[config.mk]
export PLATFORM = sky130hd
export DESIGN_NAME = ram_rd_stream_flat
export DESIGN_NICKNAME = d
export VERILOG_FILES = /design/src/rtl/ram_rd_stream_if.sv /design/src/rtl/ram_rd_stream.sv /design/src/flat_wrapper.sv
export SDC_FILE = /design/constraint.sdc
export NUM_CORES = 1
export LEC_CHECK = 0
export CAP_MARGIN = 20
export CORE_MARGIN = 8
export CORE_UTILIZATION = 50
export DETAILED_ROUTE_END_ITERATION = 10
export PLACE_DENSITY = 0.78
export SKIP_CTS_REPAIR_TIMING = 1
export SLEW_MARGIN = 30
export SYNTH_ARGS = -nofsm -noshare
export SYNTH_HDL_FRONTEND = slang
export SYNTH_SLANG_ARGS = --single-unit
[constraint.sdc]
create_clock -name clk_i -period 3.8 [get_ports clk_i]
set_clock_uncertainty 0.15 [all_clocks]
set_input_delay 0.76 -clock clk_i [delete_from_list [all_inputs] [get_ports clk_i]]
set_output_delay 0.76 -clock clk_i [all_outputs]
set_load 0.01 [all_outputs]
[src/rtl/ram_rd_stream_if.sv]
// Valid/ready word stream produced by ram_rd_stream; master drives data/valid/last.
interface ram_rd_stream_if #(
    parameter int unsigned DATA_WIDTH = 32
) ();
    logic [DATA_WIDTH-1:0] m_data_o;
    logic                  m_valid_o;
    logic                  m_last_o;
    logic                  m_ready_i;

    modport master (
        output m_data_o,
        output m_valid_o,
        output m_last_o,
        input  m_ready_i
    );

    modport slave (
        input  m_data_o,
        input  m_valid_o,
        input  m_last_o,
        output m_ready_i
    );
endinterface

[src/rtl/ram_rd_stream.sv]
// Walks an address range on a 1w1r RAM read port and streams the words out with backpressure.
// Optional macro RAM_RD_STREAM_STRIDE_EN adds a stride_i port (default stride is 1).
module ram_rd_stream #(
    parameter int unsigned ADDR_WIDTH  = 8,
    parameter int unsigned DATA_WIDTH  = 32,
    parameter int unsigned PIPE_STAGES = 2
) (
    input  logic                  clk_i,
    input  logic                  rst_i,
    input  logic                  start_i,
    input  logic [ADDR_WIDTH-1:0] base_addr_i,
    input  logic [ADDR_WIDTH:0]   count_i,
`ifdef RAM_RD_STREAM_STRIDE_EN
    input  logic [ADDR_WIDTH-1:0] stride_i,
`endif
    output logic                  busy_o,
    output logic                  done_o,
    output logic [ADDR_WIDTH-1:0] ram_a_o,
    output logic                  ram_re_o,
    input  logic [DATA_WIDTH-1:0] ram_rd_i,
    ram_rd_stream_if.master       m
);

    localparam int unsigned DEPTH = PIPE_STAGES + 2;
    localparam int unsigned CW    = $clog2(DEPTH + 1);
    localparam int unsigned PW    = $clog2(DEPTH);
    localparam logic [CW:0]         DEPTH_C  = (CW + 1)'(DEPTH);
    localparam logic [PW-1:0]       PTR_LAST = PW'(DEPTH - 1);
    localparam logic [PW-1:0]       PTR_ONE  = {{(PW-1){1'b0}}, 1'b1};
    localparam logic [ADDR_WIDTH:0] CNT_ONE  = {{ADDR_WIDTH{1'b0}}, 1'b1};

    typedef enum logic [1:0] {IDLE, ISSUE, DRAIN} state_e;

    state_e                  state_q, state_d;
    logic [ADDR_WIDTH-1:0]   addr_q, addr_d;
    logic [ADDR_WIDTH:0]     issue_left_q, issue_left_d;
    logic [ADDR_WIDTH:0]     out_left_q, out_left_d;
    logic [PIPE_STAGES-1:0]  flag_q, flag_d;
    logic [CW-1:0]           fifo_cnt_q, fifo_cnt_d;
    logic [PW-1:0]           wr_ptr_q, wr_ptr_d, rd_ptr_q, rd_ptr_d;
    logic                    zero_done_q, zero_done_d;
    logic [DATA_WIDTH-1:0]   mem_q [2**PW];
    logic [ADDR_WIDTH-1:0]   step;

    logic [CW-1:0]           inflight;
    logic [CW:0]             credit_used;
    logic                    accept, issue, capture, fifo_valid, pop, last_word;

`ifdef RAM_RD_STREAM_STRIDE_EN
    logic [ADDR_WIDTH-1:0]   stride_q, stride_d;
    assign step = stride_q;
`else
    assign step = {{(ADDR_WIDTH-1){1'b0}}, 1'b1};
`endif

    always_comb begin
        inflight = '0;
        for (int unsigned i = 0; i < PIPE_STAGES; i++) begin
            inflight = inflight + CW'(flag_q[i]);
        end
    end

    // Credits cover both FIFO entries and words still in the RAM pipe, so captures never overflow.
    assign credit_used = {1'b0, fifo_cnt_q} + {1'b0, inflight};
    assign accept      = (state_q == IDLE) && start_i && (count_i != '0);
    assign issue       = (state_q == ISSUE) && (credit_used < DEPTH_C);
    assign capture     = flag_q[PIPE_STAGES-1];
    assign fifo_valid  = (fifo_cnt_q != '0);
    assign pop         = fifo_valid && m.m_ready_i;
    assign last_word   = fifo_valid && (out_left_q == CNT_ONE);

    // State register
    always_ff @(posedge clk_i or posedge rst_i) begin
        if (rst_i) begin
            state_q <= IDLE;
        end else begin
            state_q <= state_d;
        end
    end

    // Next-state logic
    always_comb begin
        state_d = state_q;
        unique case (state_q)
            IDLE:    if (accept) state_d = ISSUE;
            ISSUE:   if (issue && (issue_left_q == CNT_ONE)) state_d = DRAIN;
            DRAIN:   if (pop && last_word) state_d = IDLE;
            default: state_d = IDLE;
        endcase
    end

    // Outputs; ram_re stays high whenever busy so the RAM pipeline keeps moving.
    always_comb begin
        busy_o      = (state_q != IDLE);
        ram_re_o    = (state_q != IDLE);
        ram_a_o     = addr_q;
        m.m_valid_o = fifo_valid;
        m.m_data_o  = fifo_valid ? mem_q[rd_ptr_q] : '0;
        m.m_last_o  = last_word;
        done_o      = (pop && last_word) || zero_done_q;
    end

    always_comb begin
        addr_d       = addr_q;
        issue_left_d = issue_left_q;
        out_left_d   = out_left_q;
        wr_ptr_d     = wr_ptr_q;
        rd_ptr_d     = rd_ptr_q;
        zero_done_d  = (state_q == IDLE) && start_i && (count_i == '0);
        fifo_cnt_d   = fifo_cnt_q + CW'(capture) - CW'(pop);
`ifdef RAM_RD_STREAM_STRIDE_EN
        stride_d     = stride_q;
`endif
        flag_d[0] = issue;
        for (int unsigned i = 1; i < PIPE_STAGES; i++) begin
            flag_d[i] = flag_q[i-1];
        end
        if (accept) begin
            addr_d       = base_addr_i;
            issue_left_d = count_i;
            out_left_d   = count_i;
`ifdef RAM_RD_STREAM_STRIDE_EN
            stride_d     = stride_i;
`endif
        end
        if (issue) begin
            addr_d       = addr_q + step;
            issue_left_d = issue_left_q - CNT_ONE;
        end
        if (pop) begin
            out_left_d = out_left_q - CNT_ONE;
            rd_ptr_d   = (rd_ptr_q == PTR_LAST) ? '0 : rd_ptr_q + PTR_ONE;
        end
        if (capture) begin
            wr_ptr_d = (wr_ptr_q == PTR_LAST) ? '0 : wr_ptr_q + PTR_ONE;
        end
    end

    always_ff @(posedge clk_i or posedge rst_i) begin
        if (rst_i) begin
            addr_q       <= '0;
            issue_left_q <= '0;
            out_left_q   <= '0;
            flag_q       <= '0;
            fifo_cnt_q   <= '0;
            wr_ptr_q     <= '0;
            rd_ptr_q     <= '0;
            zero_done_q  <= 1'b0;
`ifdef RAM_RD_STREAM_STRIDE_EN
            stride_q     <= '0;
`endif
        end else begin
            addr_q       <= addr_d;
            issue_left_q <= issue_left_d;
            out_left_q   <= out_left_d;
            flag_q       <= flag_d;
            fifo_cnt_q   <= fifo_cnt_d;
            wr_ptr_q     <= wr_ptr_d;
            rd_ptr_q     <= rd_ptr_d;
            zero_done_q  <= zero_done_d;
`ifdef RAM_RD_STREAM_STRIDE_EN
            stride_q     <= stride_d;
`endif
        end
    end

    // FIFO storage needs no reset: the output is gated by the occupancy count.
    always_ff @(posedge clk_i) begin
        if (capture) begin
            mem_q[wr_ptr_q] <= ram_rd_i;
        end
    end

endmodule

[src/flat_wrapper.sv]
// flat-port wrapper written by rule: the top's interface ports become plain ports
module ram_rd_stream_flat 
#(
    parameter int unsigned ADDR_WIDTH  = 8,
    parameter int unsigned DATA_WIDTH  = 32,
    parameter int unsigned PIPE_STAGES = 2
)
  (clk_i, rst_i, start_i, base_addr_i, count_i, busy_o, done_o, ram_a_o, ram_re_o, ram_rd_i, m_m_data_o, m_m_valid_o, m_m_last_o, m_m_ready_i);
  ram_rd_stream_if #(.DATA_WIDTH(DATA_WIDTH)) m_i ();
  input  logic clk_i;
  input  logic rst_i;
  input  logic start_i;
  input  logic [ADDR_WIDTH-1:0] base_addr_i;
  input  logic [ADDR_WIDTH:0] count_i;
  output logic busy_o;
  output logic done_o;
  output logic [ADDR_WIDTH-1:0] ram_a_o;
  output logic ram_re_o;
  input  logic [DATA_WIDTH-1:0] ram_rd_i;
  output wire logic [$bits(m_i.m_data_o)-1:0] m_m_data_o;
  output wire logic [$bits(m_i.m_valid_o)-1:0] m_m_valid_o;
  output wire logic [$bits(m_i.m_last_o)-1:0] m_m_last_o;
  input wire logic [$bits(m_i.m_ready_i)-1:0] m_m_ready_i;
  assign m_m_data_o = m_i.m_data_o;
  assign m_m_valid_o = m_i.m_valid_o;
  assign m_m_last_o = m_i.m_last_o;
  assign m_i.m_ready_i = m_m_ready_i;
  ram_rd_stream #(.ADDR_WIDTH(ADDR_WIDTH), .DATA_WIDTH(DATA_WIDTH), .PIPE_STAGES(PIPE_STAGES)) u_core (.clk_i(clk_i), .rst_i(rst_i), .start_i(start_i), .base_addr_i(base_addr_i), .count_i(count_i), .busy_o(busy_o), .done_o(done_o), .ram_a_o(ram_a_o), .ram_re_o(ram_re_o), .ram_rd_i(ram_rd_i), .m(m_i));
endmodule
==> reports/qor.csv, run 1 <==
stage,metric,value,unit
yosys,fraction of registers with async set/reset,22.9,%
final_layout,Final Util,64.0,%
yosys,"EDFF count, synth",128,
yosys,"count leader, synth",edfxtp_1,
run_status,outcome,finished clean,
yosys,flop and latch count out of synthesis,166,
drt,first drt pass iteration count,4,
floorplanning,Die Y,135,um
yosys,largest cells by area after synthesis,"edfxtp_1 55%, dfrtp_1 13%, mux4_2 10%",
final_layout,Reg area,4800,um^2
yosys,Synth Instances,433,
final_layout,share of cells above drive strength 1,15.6,%
sta,worst slew pin tran,915,ps
yosys,Synth top area share,54.5,%
floorplanning,Initial Util,51.0,%
yosys,syn avg cell area,16.3,um^2
final_layout,nets,606,
job,# Max-Cap Violations,0,
floorplanning,# IOs,98,
drt,DRC Markers,0,
setup_path,CP Class,reg -> out,
pwr,Worst VDD drop,432,uV
floorplanning,Core Area,13800,um^2
final_layout,post-route cell area,8850,um^2
sta,Fin. Hold Viols,0,
drt,via count,4185,
clocking,H-tree levels,4,
final_layout,n_diodes,0,
global_routing,initial antenna violation count,0,
global_routing,vias in the first global route,4401,
pwr,PwrDens,796,nW/um^2
floorplanning,row cnt,43,
yosys,sequential element share of the synthesized area,68.0,%
final_layout,fillers,974,
drt,Post-DRT Antenna Nets,0,
drt,Via density,5.73,
placement,GPL Wtd Cong,0.823,
drt,final wirelength,14400,um
global_routing,global-route wire length before repair,23000,um
placement,placed instance area,8250,um^2
yosys,Synth area leader,edfxtp_1,
yosys,synth cell count leaders,"128 x edfxtp_1, 38 x and2_1, 38 x dfrtp_1",
setup_path,WP data arrival,2690,ps
yosys,synth warn,0,
yosys,Mapped Area,7050,um^2
global_routing,GRT Util Overall,16.4,%
yosys,synth unique cells,54,
sta,final worst-path cycle share,94.6,%
worst_hold_path,Hold Path Class,reg -> reg,
floorplanning,DIE WIDTH,135,um
sta,max_slew headroom,39.0,%
sta,final setup TNS,0,ps
drt,drt wl/cell,19.7,um
final_layout,area of the multi-input gates,2110,um^2
clocking,Sink Count,166,
yosys,"Top FF cell, synth",edfxtp_1,
placement,Port Buffer Count,97,
drt,Starting DRT DRC Count,279,
final_layout,"Area growth, synth to finish",25.6,%
sta,min Tclk post-route,3600,ps
global_routing,Congestion Overflow GR,0,
sta,unrepaired setup endpoints after global routing,false,
clocking,number of CTS-inserted buffers,17,
clocking,CTS tree,built,
sta,max-slew violations,0,
sta,endpoints failing setup,0,
pwr,Final Power,7.05,mW
global_routing,largest net degree at the start of global routing,33,
setup_path,crit path max fanout,4,
setup_path,CP Data Required Time,2890,ps
placement,post-DP HPWL,9490,um
sta,fmax,278,MHz
setup_path,CP Launch Type,register,
setup_path,crit end category,output port,
clocking,clk buf depth,2,
floorplanning,die area,18100,um^2
clocking,Root Driver,clkbuf_16,
clocking,Clock transition at path regs,60,ps
yosys,syn_nets,501,
pwr,Leakage Power,3.09,nW
clocking,Skew-Pair Late Insertion Delay,410,ps
-- placed cells by master, fill, tap and decap left out, drive strengths merged, types with 4 or more instances in the layout --
| cell type | count |
|---|---|
| nand4 | 5 |
| clkdlybuf4s50 | 97 |
| buf | 9 |
| a31oi | 4 |
| a211oi | 4 |
| dfrtp | 38 |
| nand2 | 19 |
| or3 | 6 |
| o211ai | 10 |
| ha | 14 |
| o21ai | 7 |
| nor2 | 7 |
| and2 | 38 |
| clkinv | 5 |
| nand3 | 23 |
| nor3 | 7 |
| mux4 | 32 |
| clkbuf | 22 |
| or4 | 5 |
| a21oi | 5 |
| nor4 | 4 |
| inv | 16 |
| edfxtp | 128 |
-- final cells by class --
type                            count  area share, %
Multi-Input combinational cell    230           23.9
Clock inverter                     10           1.50
Inverter                           17          0.721
Sequential cell                   166           54.2
Timing Repair Buffer              106           12.0
Tap cell                          180           2.54
Clock buffer                       22           5.13
-- power breakdown --
group          switching, mW  leakage (nW)  internal, mW
logic                   1.17          1.19          1.38
clock network          0.650         0.280          1.05
registers              0.316          1.61          2.48
-- stage by stage --
step	instances	worst slack, ps	hold WS (ps)
after CTS	731	79.3	231
after global routing	731	101	242
after global placement	699	607	216
final	731	204	231
after detailed placement	699	557	217
after floorplan	433	1070	210
-- worst max-delay path, stage by stage (launching register included) --
cell and delay [ps]:
dfrtp_1 410, inv_1 100, ha_1 150, or4b_2 600, nor3b_2 330, a21o_1 160, clkdlybuf4s50_1 530
-- logic make-up after synthesis --
group / synth area share, %
adder cells (fa/ha/maj): 2.77
flip-flops: 68.0
AO/OA/AOI/OAI: 5.86
XOR/XNOR: 0.373
AND/OR/NAND/NOR: 10.3
multiplexers: 10.4
buffers and inverters: 2.31
-- state kept, by name (all words and copies together), names as in the netlist --
register,flops
u_core.mem_q,128
u_core.issue_left_q,9
u_core.out_left_q,9
u_core.ram_a_o,8
u_core.fifo_cnt_q,3
u_core.flag_q,2
u_core.rd_ptr_q,2
u_core.state_q,2
u_core.wr_ptr_q,2
u_core.zero_done_q,1
-- metal layers --
metal	GRT usage [%]	share of wire [%]	up-vias
li1	-	-	1922
met1	19.8	42	2139
met2	27.5	51	118
met3	5.91	6.3	6
met4	3.99	0.59	0
met5	0	0	-
-- path summary, 6_finish.rpt --
check | depth (start not counted) | start | to | slack [ps]
setup / recovery | 6 | u_core.out_left_q[1] | done_o | 200
hold / removal | 0 | u_core.flag_q[0] | u_core.flag_q[1] | 230
setup reg to reg | 8 | u_core.fifo_cnt_q[0] | u_core.fifo_cnt_q[2] | 1100
hold reg to reg | 0 | u_core.flag_q[0] | u_core.flag_q[1] | 230
max in group asynchronous | 3 | rst_i | u_core.ram_a_o[7] | 2110
min in group asynchronous | 2 | rst_i | u_core.out_left_q[2] | 630
No activity file was read; power rests on OpenSTA's default activity.
==> run 2, diff against run 1 <==
ABC_AREA = 1   (was not set)
PLACE_DENSITY = 0.77   (was 0.78)
==> run 2 against run 1 <==
Against the previous run: global-route usage is 1.0 points higher; first-iteration DRC count up 20%; count of clock-buffer cells in the layout fell by 5; routed wire length rose by 11%; clock power hardly changed; sequential power down 3%; critical endpoint is now m_m_data_o[7]; highest routed layer unchanged.
==> reports/qor.csv, run 2 <==
stage,metric,value,unit,change
run_status,outcome,finished clean,,
pwr,sequential fraction of design power,34.8,%,-4.8 points
clocking,Root Driver,clkbuf_16,,
floorplanning,row cnt,44,,+2.3%
drt,Via density,5.16,,-9.8%
pwr,Clk pwr share,21.4,%,-2.7 points
yosys,"Top FF cell, synth",edfxtp_1,,
sta,worst slew pin tran,840,ps,-75.0 ps
drt,DRC Markers,0,,unchanged
sta,final setup TNS,0,ps,unchanged
setup_path,CP Launch Type,register,,
yosys,largest family of logic cells by synthesized area,simple AND/OR/NAND/NOR gates,,
clocking,H-tree levels,4,,unchanged
setup_path,CP Data Required Time,2890,ps,about the same
global_routing,vias in the first global route,5122,,+16%
placement,Port Buffer Count,97,,unchanged
global_routing,largest net degree at the start of global routing,47,,+42%
worst_hold_path,WHS Path Cells,0,,unchanged
worst_hold_path,hold path startpoint,u_core.flag_q[0],,
yosys,largest cells by area after synthesis,"edfxtp_1 52%, dfrtp_1 13%, nor2_1 7.8%",,
floorplanning,Die Y,138,um,+2.3%
final_layout,share of cells above drive strength 1,7.90,%,-7.7 points
pwr,Leakage Power,3.61,nW,+17%
sta,endpoints failing setup,0,,unchanged
drt,Post-DRT Antenna Nets,0,,unchanged
final_layout,max FFs per register,128,,unchanged
worst_hold_path,Hold Path Class,reg -> reg,,
sta,min Tclk post-route,3400,ps,-199 ps
pwr,PwrDens,850,nW/um^2,+6.7%
drt,drt wl/cell,15.6,um,-21%
yosys,syn avg cell area,10.2,um^2,-37%
yosys,fraction of registers with async set/reset,22.9,%,unchanged
pwr,Internal Pwr Total,4.83,mW,-1.5%
clocking,Skew-Pair Late Insertion Delay,420,ps,about the same
placement,GPL Wtd Cong,0.858,,+4.3%
sta,unrepaired setup endpoints after global routing,false,,
final_layout,nets,890,,+47%
setup_path,Reg2Reg Depth,10,,+2
floorplanning,DIE WIDTH,138,um,+2.3%
setup_path,WP data arrival,2490,ps,-200 ps
pwr,Worst VDD drop,415,uV,-3.8%
clocking,CTS tree,built,,
job,# Max-Cap Violations,0,,unchanged
final_layout,largest registers,"u_core.mem_q x128, u_core.issue_left_q x9, u_core.out_left_q x9",,
yosys,post-synthesis mux area share,0,%,-10 points
yosys,flop and latch count out of synthesis,166,,unchanged
final_layout,"commonest non-fill, non-tap cells in the layout","155 x nor2_1, 128 x edfxtp_1, 111 x nand2_1",,
final_layout,Reg area,4800,um^2,about the same
sta,final worst-path cycle share,89.4,%,-5.2 points
final_layout,area of the multi-input gates,2270,um^2,+7.6%
setup_path,crit end category,output port,,
yosys,sequential element share of the synthesized area,64.7,%,-3.4 points
yosys,"count leader, synth",nor2_1,,
setup_path,Register-to-Register Setup Slack,1150,ps,+50 ps
final_layout,Final Util,62.9,%,-1.1 points
global_routing,Congestion Overflow GR,0,,unchanged
yosys,syn_nets,795,,+59%
sta,max-slew violations,0,,unchanged
final_layout,fillers,1132,,+16%
setup_path,RR Startpoint,u_core.fifo_cnt_q[0],,
pwr,Final Power,7.77,mW,+10%
yosys,synth unique cells,33,,-39%
sta,worst hold slack,245,ps,+13.6 ps
yosys,Synth Instances,727,,+68%
clocking,Clock transition at path regs,60,ps,about the same
global_routing,initial antenna violation count,0,,unchanged
drt,first drt pass iteration count,4,,unchanged
setup_path,Critical R2R Capture,u_core.fifo_cnt_q[2],,
placement,Post-Place Cells,987,,+41%
yosys,"EDFF count, synth",128,,unchanged
final_layout,"Area growth, synth to finish",23.4,%,
floorplanning,Initial Util,51.0,%,about the same
global_routing,GRT Util Overall,17.4,%,+1.0 points
yosys,post-synthesis adder-cell area fraction,2.63,%,-0.14 points
floorplanning,Core Area,14500,um^2,+5.1%
yosys,Synth area leader,edfxtp_1,,
setup_path,crit path max fanout,19,,+15
final_layout,final cell count without fillers,1019,,+39%
pwr,switching part of the total,37.8,%,+7.4 points
clocking,Sink Count,166,,unchanged
final_layout,Reg with most FFs,u_core.mem_q,,
global_routing,global-route wire length before repair,25400,um,+11%
floorplanning,# IOs,98,,unchanged
sta,max_slew headroom,44.0,%,+4.9 points
sta,fmax,294,MHz,+5.9%
drt,Starting DRT DRC Count,336,,+20%
pwr,logic gate share of total power,43.7,%,+7.4 points
final_layout,n_diodes,0,,unchanged
worst_hold_path,worst hold endpoint,u_core.flag_q[1],,
yosys,post-synthesis xor/xnor area fraction,0.473,%,+0.10 points
yosys,Post-Synth Simple-Gate Area,18.6,%,+8.3 points
yosys,synth warn,0,,unchanged
setup_path,CP Class,reg -> out,,
drt,final wirelength,15900,um,+11%
placement,post-DP HPWL,10200,um,+7.4%
yosys,Synth Area in Compound Gates,9.01,%,+3.2 points
clocking,clk buf depth,2,,unchanged
sta,Fin. Hold Viols,0,,unchanged
drt,via count,5263,,+26%
yosys,Synth top area share,51.8,%,-2.7 points
floorplanning,die area,19000,um^2,+4.6%
yosys,Mapped Area,7410,um^2,+5.2%
final_layout,"commonest non-fill, non-tap cell in the layout",nor2_1,,
yosys,synth cell count leaders,"155 x nor2_1, 128 x edfxtp_1, 111 x nand2_1",,
pwr,Psw,2.94,mW,+37%
clocking,number of CTS-inserted buffers,17,,unchanged
run 2: changes by cell type after synthesis, sizes merged, moves of 29 or more:
| cell | delta |
|---|---|
| a21oi | +29 |
| nor2 | +154 |
| mux4 | -32 |
| o21ai | +85 |
| and2 | -38 |
| nand2 | +95 |
| inv | +34 |
run 2: cell type report:
cell class                      count  area share [%]
Clock buffer                       17            4.65
Clock inverter                     15            1.66
Inverter                           50            2.05
Multi-Input combinational cell    477            24.9
Sequential cell                   166            52.4
Tap cell                          184            2.52
Timing Repair Buffer              110            11.8
run 2: stage by stage:
step	worst slack, ps	area [um^2]
2_1_floorplan	1320	7410
3_3_place_gp	659	8570
3_5_place_dp	616	8570
4_1_cts	366	9150
5_1_grt	219	9150
6_report	404	9150
run 2: critical path, stage by stage, from the launching register on:
cell	delay, ps
dfrtp_1	400
nor2_1	130
nand2_1	150
inv_1	440
buf_4	360
a21oi_1	90
clkdlybuf4s50_1	490
run 2: worst max-delay path by stage:
stage                                     from                    to  slack, ps  depth (start not counted)
after floorplan                    m_m_ready_i  u_core.fifo_cnt_q[2]       1320                          9
after global routing      u_core.fifo_cnt_q[0]        m_m_data_o[24]        220                          6
after global placement             m_m_ready_i  u_core.fifo_cnt_q[2]        660                          9
after CTS                 u_core.fifo_cnt_q[0]        m_m_data_o[28]        370                          6
final                     u_core.fifo_cnt_q[0]         m_m_data_o[7]        400                          6
after detailed placement           m_m_ready_i  u_core.fifo_cnt_q[2]        620                          9
run 2: power groups by stage:
stage,combinational [mW],sequential [mW],clock (mW)
global placement,3.36,2.72,0
floorplan,2.12,2.69,0
global route,3.81,2.75,1.77
finish,3.40,2.71,1.67
detailed placement,3.42,2.73,0
CTS,3.45,2.70,1.69
run 2: kinds of logic after synthesis:
group / count (synthesis)
and+or+nand+nor: 330
DFF: 166
AOI/OAI and AO/OA: 128
buffers and inverters: 84
adders and majority gates: 15
xor gates and xnor gates: 4
run 2: per-layer routing:
| metal | GRT usage (%) | share of wire, % |
|---|---|---|
| met5 | 0 | 0 |
| met4 | 7.04 | 1.7 |
| met3 | 3.94 | 5.5 |
| met2 | 29.5 | 50 |
| met1 | 21.2 | 43 |
